--- src/rtl/muldiv_pkg.sv ---
// Shared encodings and constants for the iterative multiply/divide unit.
package muldiv_pkg;

    localparam int WIDTH_DEF = 32;
    localparam int ITERS     = 32;

    localparam logic [2:0] MD_NONE  = 3'b000;
    localparam logic [2:0] MD_MULTU = 3'b001;
    localparam logic [2:0] MD_DIVU  = 3'b010;
    localparam logic [2:0] MD_MULT  = 3'b011;
    localparam logic [2:0] MD_DIV   = 3'b100;
    localparam logic [2:0] MD_MTHI  = 3'b101;
    localparam logic [2:0] MD_MTLO  = 3'b110;

    typedef enum logic [1:0] {
        ST_IDLE,
        ST_RUN,
        ST_DONE
    } state_t;

endpackage

--- src/rtl/mdu_iter_step.sv ---
// One combinational iteration: shift-add multiply step or restoring divide step on {HI,LO}.
// Multiply keeps the multiplier in the low half and shifts right; divide keeps {rem, dividend/quotient} and shifts left.
module mdu_iter_step #(
    parameter int WIDTH = 32
) (
    input  logic [2*WIDTH-1:0] acc_i,
    input  logic [WIDTH-1:0]   opnd_i,
    input  logic               div_i,
    output logic [2*WIDTH-1:0] acc_o
);

    logic [WIDTH:0] sum;
    logic [WIDTH:0] rem;
    logic [WIDTH:0] diff;

    always_comb begin
        sum   = '0;
        rem   = '0;
        diff  = '0;
        acc_o = acc_i;
        if (div_i) begin
            // Partial remainder shifted left by one, pulling in the next dividend bit.
            rem  = acc_i[2*WIDTH-1:WIDTH-1];
            diff = rem - {1'b0, opnd_i};
            if (rem >= {1'b0, opnd_i}) begin
                acc_o = {diff[WIDTH-1:0], acc_i[WIDTH-2:0], 1'b1};
            end else begin
                acc_o = {rem[WIDTH-1:0], acc_i[WIDTH-2:0], 1'b0};
            end
        end else begin
            sum   = {1'b0, acc_i[2*WIDTH-1:WIDTH]} + (acc_i[0] ? {1'b0, opnd_i} : '0);
            acc_o = {sum, acc_i[WIDTH-1:1]};
        end
    end

endmodule

--- src/rtl/mul_div_unit.sv ---
// HI/LO multiply/divide unit: 32 RUN cycles + 1 DONE cycle, busy stalls the core; MTHI/MTLO take effect in one edge.
// MULDIV_SIGNED_EN enables signed MULT/DIV; without it they execute as MULTU/DIVU with identical latency.
module mul_div_unit
    import muldiv_pkg::*;
#(
    parameter int WIDTH = WIDTH_DEF
) (
    input  logic             clk,
    input  logic             rst,
    input  logic             start,
    input  logic [2:0]       md_op,
    input  logic [WIDTH-1:0] rs_data,
    input  logic [WIDTH-1:0] rt_data,
    output logic             busy,
    output logic             done,
    output logic [WIDTH-1:0] hi,
    output logic [WIDTH-1:0] lo
);

    localparam int CW = $clog2(ITERS);

    state_t             state_q, state_d;
    logic [CW-1:0]      cnt_q, cnt_d;
    logic [2*WIDTH-1:0] acc_q, acc_d, step_acc, res;
    logic [WIDTH-1:0]   opnd_q, opnd_d;
    logic [WIDTH-1:0]   hi_q, hi_d, lo_q, lo_d;
    logic [WIDTH-1:0]   rs_mag, rt_mag;
    logic               div_q, div_d, done_q;
    logic               is_mul, is_div, accept_md;

    assign is_mul    = (md_op == MD_MULTU) || (md_op == MD_MULT);
    assign is_div    = (md_op == MD_DIVU) || (md_op == MD_DIV);
    assign accept_md = start && (state_q == ST_IDLE) && (is_mul || is_div);

`ifdef MULDIV_SIGNED_EN
    logic is_sgn, rs_neg, rt_neg, neg_q, rneg_q;

    assign is_sgn = (md_op == MD_MULT) || (md_op == MD_DIV);
    assign rs_neg = is_sgn && rs_data[WIDTH-1];
    assign rt_neg = is_sgn && rt_data[WIDTH-1];
    assign rs_mag = rs_neg ? -rs_data : rs_data;
    assign rt_mag = rt_neg ? -rt_data : rt_data;

    always_ff @(posedge clk) begin
        if (rst) begin
            neg_q  <= 1'b0;
            rneg_q <= 1'b0;
        end else if (accept_md) begin
            neg_q  <= rs_neg ^ rt_neg;
            rneg_q <= rs_neg;
        end
    end

    // Product/quotient follow the sign XOR; the remainder follows the dividend.
    always_comb begin
        res = acc_q;
        if (div_q) begin
            if (neg_q) begin
                res[WIDTH-1:0] = -acc_q[WIDTH-1:0];
            end
            if (rneg_q) begin
                res[2*WIDTH-1:WIDTH] = -acc_q[2*WIDTH-1:WIDTH];
            end
        end else if (neg_q) begin
            res = -acc_q;
        end
    end
`else
    assign rs_mag = rs_data;
    assign rt_mag = rt_data;
    assign res    = acc_q;
`endif

    mdu_iter_step #(
        .WIDTH (WIDTH)
    ) u_step (
        .acc_i  (acc_q),
        .opnd_i (opnd_q),
        .div_i  (div_q),
        .acc_o  (step_acc)
    );

    always_comb begin
        state_d = state_q;
        cnt_d   = cnt_q;
        acc_d   = acc_q;
        opnd_d  = opnd_q;
        div_d   = div_q;
        hi_d    = hi_q;
        lo_d    = lo_q;
        case (state_q)
            ST_IDLE: begin
                if (accept_md) begin
                    state_d = ST_RUN;
                    cnt_d   = '0;
                    acc_d   = {{WIDTH{1'b0}}, is_mul ? rt_mag : rs_mag};
                    opnd_d  = is_mul ? rs_mag : rt_mag;
                    div_d   = is_div;
                end else if (start && (md_op == MD_MTHI)) begin
                    hi_d = rs_data;
                end else if (start && (md_op == MD_MTLO)) begin
                    lo_d = rs_data;
                end
            end
            ST_RUN: begin
                acc_d = step_acc;
                cnt_d = cnt_q + CW'(1);
                if (cnt_q == CW'(ITERS - 1)) begin
                    state_d = ST_DONE;
                end
            end
            ST_DONE: begin
                hi_d    = res[2*WIDTH-1:WIDTH];
                lo_d    = res[WIDTH-1:0];
                state_d = ST_IDLE;
            end
            default: state_d = ST_IDLE;
        endcase
    end

    always_ff @(posedge clk) begin
        if (rst) begin
            state_q <= ST_IDLE;
            cnt_q   <= '0;
            acc_q   <= '0;
            opnd_q  <= '0;
            div_q   <= 1'b0;
            hi_q    <= '0;
            lo_q    <= '0;
            done_q  <= 1'b0;
        end else begin
            state_q <= state_d;
            cnt_q   <= cnt_d;
            acc_q   <= acc_d;
            opnd_q  <= opnd_d;
            div_q   <= div_d;
            hi_q    <= hi_d;
            lo_q    <= lo_d;
            done_q  <= (state_q == ST_DONE);
        end
    end

    assign busy = (state_q != ST_IDLE);
    assign done = done_q;
    assign hi   = hi_q;
    assign lo   = lo_q;

endmodule
--- config.mk ---
export PLATFORM = sky130hd
export DESIGN_NAME = mul_div_unit
export DESIGN_NICKNAME = d
export VERILOG_FILES = /design/src/rtl/muldiv_pkg.sv /design/src/rtl/mdu_iter_step.sv /design/src/rtl/mul_div_unit.sv
export SDC_FILE = /design/constraint.sdc
export NUM_CORES = 1
export LEC_CHECK = 0
export BUFFER_PORTS_ARGS = -buffer_cell sky130_fd_sc_hd__buf_2
export CAP_MARGIN = 25
export CORE_UTILIZATION = 40
export DETAILED_ROUTE_END_ITERATION = 8
export PLACE_DENSITY = 0.68
export SYNTH_ARGS = -nofsm -noshare
export SYNTH_HDL_FRONTEND = slang
export SYNTH_HIERARCHICAL = 1
export SYNTH_SLANG_ARGS = --single-unit
--- constraint.sdc ---
create_clock -name clk -period 5.89 [get_ports clk]
set_clock_uncertainty 0.1 [all_clocks]
set_input_delay 0.2945 -clock clk [delete_from_list [all_inputs] [get_ports clk]]
set_output_delay 0.2945 -clock clk [all_outputs]
set_load 0.05 [all_outputs]
# ---- Word level (Yosys, flattened, before mapping)
# Cells that the tools add are included.
dict set report word_totals {
  regBits 169
  input_bits 70
  output_inout_bits 66
  word_cells 62
}
dict set report classes {
  n_addsub 3
  n_lt_le_gt_ge 1
  eq_ne 15
  mux 19
  n_reduce_logical 16
}
# cell count
set ops {}
lappend ops {{$mux 32} 8}
lappend ops {{$mux 64} 3}
lappend ops {{$pmux 32 s2} 2}
lappend ops {{$pmux 64 s2} 1}
lappend ops {{$add 32x32->33} 1}
lappend ops {{$ge 33x32->1} 1}
lappend ops {{$sub 32x32->32} 1}
lappend ops {{$pmux 5 s2} 1}
lappend ops {{$eq 3x3->1 const B} 3}
lappend ops {{$ne 2x2->1 const B} 4}
lappend ops {{$eq 3x2->1 const B} 2}
lappend ops {{$reduce_and 2->1} 3}
lappend ops {{$reduce_bool 2->1} 3}
lappend ops {{$add 5x1->5 const B} 1}
lappend ops {{$eq 5x5->1 const B} 1}
lappend ops {{$mux 5} 1}
lappend ops {{$logic_and 1x1->1} 4}
lappend ops {{$mux 2} 2}
lappend ops {{$ne 2x1->1 const B} 2}
lappend ops {{$pmux 2 s2} 1}
lappend ops {{$reduce_and 4->1} 1}
lappend ops {{$eq 3x1->1 const B} 1}
lappend ops {{$logic_or 1x1->1} 3}
lappend ops {{$reduce_and 3->1} 1}
lappend ops {{other kinds (3)} 3}

# ---- Logic depth before layout (Yosys ltp)
dict set report logic_depth {
  depth_word 6
  depth_mapped 15
  mapped_depth_nobuf 15
}

# ---- Modules after synthesis
# The synthesis kept the hierarchy.
# module instances cells_per_inst area_per_inst_um2 seq_area_each_um2
set by_module_without_submodules {}
lappend by_module_without_submodules {mul_div_unit 1 844 7707.4 3383.2}
lappend by_module_without_submodules {mdu_iter_step 1 695 4775.8 0.0}

# ---- Worst setup path before layout
# OpenSTA, ideal clock, no wires.
dict set report synth_path {
  path_kind {register -> register}
  start {register acc_q[0]}
  end {register acc_q[63]}
  setup_ps 132
  arrival_ps 2963
  required_time_ps 5658
  setup_slack_ps 2694
  stages_incl_launch_ff 16
  n_path_buf 1
  period_less_slack_ps 3196
  cell_sequence {dfxtp_1 -> clkbuf_1 -> and2_1 -> ha_1 -> fa_1 -> a21oi_1 -> o21ai_0 -> a21oi_1 -> o41ai_2 -> a21boi_1 -> a31oi_1 -> a211o_1 -> o41ai_1 -> a31oi_1 -> nand2_1 -> a21oi_1}
}
dict set report synth_via {
  elab_chain_len 4
}
# item line
set synth_lines {}
lappend synth_lines {{start: declaration} mul_div_unit.sv:24} ;# logic [2*WIDTH-1:0] acc_q, acc_d, step_acc, res;
lappend synth_lines {{start signal: assignment} mul_div_unit.sv:125} ;# acc_q <= '0;
lappend synth_lines {{start signal: assignment} mul_div_unit.sv:134} ;# acc_q <= acc_d;
lappend synth_lines {{$mux 32} mdu_iter_step.sv:31} ;# sum = {1'b0, acc_i[2*WIDTH-1:WIDTH]} + (acc_i[0] ? {1'b0, opnd_i} : '0);
lappend synth_lines {{$add 32x32->33} mdu_iter_step.sv:31}
lappend synth_lines {{$mux 64} mdu_iter_step.sv:21} ;# if (div_i) begin
lappend synth_lines {{via step_acc[63]} mul_div_unit.sv:24}
lappend synth_lines {{$pmux 64 s2} mul_div_unit.sv:91} ;# case (state_q)
# The timed path passes the listed nets, and every way through them passes these cells.
# A chain may end at the register's enable or synchronous reset.

# ---- Final worst setup path
# Ends and elaborated chain as after synthesis.

==> impl_metrics.env <==
export IMPL_netlist_area_mm2=0.0125
export IMPL_start_util_pct=40.7
export IMPL_max_slew_margin_pct=27.6
export IMPL_postCtsHoldBufs=0
export IMPL_die_area_mm2=0.0319
export IMPL_async_reset_ff_share_pct=0
export IMPL_syn_area_per_cell_um2=8.11
export IMPL_synth_cell_type_count=64
export IMPL_die_h_um=179
export IMPL_maxCapViolations=0
export IMPL_rr_startpoint="acc_q[0]"
export IMPL_fill_cells=3053
export IMPL_worst_ep_required_time_ns=6.08
export IMPL_crit_path_cell_trace="buf_4, and2_1, ha_1, fa_1, a21oi_1, o21ai_0, a21oi_1, o41ai_2, a21boi_1, a31oi_1, a211o_1, o41ai_1, a31oi_1, nand2_1, a21oi_1"
export IMPL_synthCells=1539
export IMPL_synth_fp_nets=1677
export IMPL_post_dp_hpwl_um=26200
export IMPL_startpoint="acc_q[0]"
export IMPL_crit_type="register to register"
export IMPL_drive_gt1_share_pct=15.5
export IMPL_hold_start="rt_data[0]"
export IMPL_grt_max_degree=143
export IMPL_fmax_mhz=249
export IMPL_rsz0062_at_grt="false"
export IMPL_grt_antenna_before_repair=0
export IMPL_crit_path_end_kind="register"
export IMPL_crit_arrival_ns=4.21
export IMPL_cp_max_fo=35
export IMPL_num_vias=11878
export IMPL_grt_pass1_vias=10869
export IMPL_power_leakage_nw=5.43
export IMPL_ir_worst_vdd_uv=218
export IMPL_die_width_um=179
export IMPL_clock_latency_ns=0.43
export IMPL_setup_violations=0
export IMPL_grt_overflow_total=0
export IMPL_ys_warnings_count=6
export IMPL_max_stage_delay_ns=0.42
export IMPL_fin_crit_sh_pct=68.3
export IMPL_synth_seq_cells=169
export IMPL_status="finished, final reports clean"
export IMPL_tightest_slew_ns=1.09
export IMPL_yosysSeqAreaShare_pct=27.1
export IMPL_num_io_pins=136
export IMPL_cts_buffer_depth=2
export IMPL_grt_pass1_wl_um=57700
export IMPL_total_power_mw=3.20
export IMPL_cts_setup_buffers=0
export IMPL_core_area_mm2=0.0307
export IMPL_finalHoldViolCount=0
export IMPL_power_density_mw_per_mm2=232
export IMPL_crit_top_cell="a21oi_1"
export IMPL_wirelength_um=37100
export IMPL_critPathLaunchType="register"
export IMPL_tritoncts="yes"
export IMPL_drt_iter0_drc=964
export IMPL_ff2ff_setup_slack_ns=1.87
export IMPL_ys_dominant_reg_cell="dfxtp_1"
export IMPL_hp_class="input port to register"
export IMPL_drtAntennaViolNets=0
export IMPL_synth_edf_count=0
export IMPL_root_buffer="clkbuf_16"
export IMPL_fin_tns_setup_ns=0
export IMPL_regArea_mm2=0.00339
export IMPL_layout_cells_most_common="a21oi_1"
export IMPL_cts_resized=0
export IMPL_final_nets=1725
export IMPL_crit_slowest_cell="fa_1"
export IMPL_htreeDepth=4
export IMPL_fin_crit_ns=4.02
export IMPL_port_buffers=135
export IMPL_cts_sinks=169
export IMPL_routabilityCongestion=0.929
export IMPL_clk_pin_slew_ns=0.07
export IMPL_report_final_slew_viol_count=0
export IMPL_layout_common_cells="a21oi_1, dfxtp_1, nor2_1"
export IMPL_num_rows=64
export IMPL_track_usage_pct=22.8
export IMPL_drc=0
export IMPL_numCtsBuffers=17
export IMPL_syn2layout_area_growth_pct=10.6
export IMPL_viasPerCell=5.94
export IMPL_wl_per_cell_um=18.6
export IMPL_detailedRoute_firstPassIterationCount=5
export IMPL_multiInputGateArea_mm2=0.00836
## routing by layer
metal / global-route usage, % / part of all wire [%]
met5: 0 / 0
met4: 8.40 / 2.7
met3: 3.03 / 5.1
met2: 37.6 / 47
met1: 30.3 / 45
## kinds of logic (layout without fill, tap and decap cells)
logic type      count (synthesis)  count (layout)  share of synthesized area (%)
compound gates                474             474                           25.5
xor+xnor                       54              54                           3.79
fa+ha+maj                      68              68                           6.94
buf+inv                       170             231                           6.25
flops                         169             169                           27.1
mux                           123             123                           10.2
other cells                     0               2                              0
simple gates                  481             481                           20.2
## per-stage QoR
stage / worst slack, ns / area, um2 / std cells / hold WS, ns / utilization [%]
6_report: 1.87 / 13800 / 1998 / 0.119 / 45.0
3_3_place_gp: 2.00 / 13200 / 1963 / 0.361 / 43.1
4_1_cts: 1.91 / 13800 / 1995 / 0.106 / 44.9
5_1_grt: 1.68 / 13800 / 1996 / 0.119 / 45.0
2_1_floorplan: 2.69 / 12500 / 1539 / 0.352 / -
3_5_place_dp: 1.97 / 13200 / 1963 / 0.370 / 43.1
## synth_stat cells, types with 22 or more instances
cell,n,share of area (%)
xnor2_1,32,2.2
a21o_1,29,1.7
nor2_1,140,4.2
mux2_2,33,3.0
dfxtp_1,169,27
inv_1,50,1.5
a21oi_1,181,7.3
nand4b_1,37,2.6
buf_2,24,0.96
and2_1,38,1.9
mux2i_1,90,7.2
o311ai_0,22,1.5
clkbuf_1,66,2.0
nor2b_1,38,1.9
ha_1,66,6.6
nand3_1,47,1.9
nand3b_1,33,2.0
o21ai_0,46,1.8
nand2_1,86,2.6
a211oi_2,22,2.2
xor2_1,22,1.5
a211oi_1,84,5.1
## report_power, final
part | internal (mW) | total (mW) | switching (mW) | leakage (nW)
Combinational | 0.308 | 0.834 | 0.526 | 3.79
Sequential | 1.20 | 1.26 | 0.0568 | 1.38
Clock | 0.627 | 1.11 | 0.487 | 0.257
Total | 2.13 | 3.20 | 1.07 | 5.43
## critical path: cells and delay by family (launching register included)
family / cells / cell delay, ns
buffers and inverters: 1 / 0.25
and+or+nand+nor: 2 / 0.27
AOI/OAI and AO/OA: 10 / 2.29
adders and majority gates: 2 / 0.65
DFF: 1 / 0.31
## registers in the layout, indices dropped and copies added, names as in the netlist
register  count
done          1
cnt_q         5
div_q         1
opnd_q       32
lo           32
hi           32
acc_q        64
state_q       2
## final timing paths
| path | end | cells after the start |
|---|---|---|
| setup / recovery | acc_q[63] | 15 |
| hold / removal | opnd_q[0] | 3 |
| setup reg to reg | acc_q[63] | 15 |
| hold reg to reg | cnt_q[4] | 2 |
## layout make-up
class / count / share of cell area, %
antenna: 2 / 0.0362
inverter: 50 / 1.36
clock buffer: 22 / 3.22
multi-input combinational: 1200 / 60.6
timing repair buffer: 149 / 5.85
tap: 396 / 3.59
clock inverter: 10 / 0.870
sequential: 169 / 24.5
(Power assumes the default switching activity.)
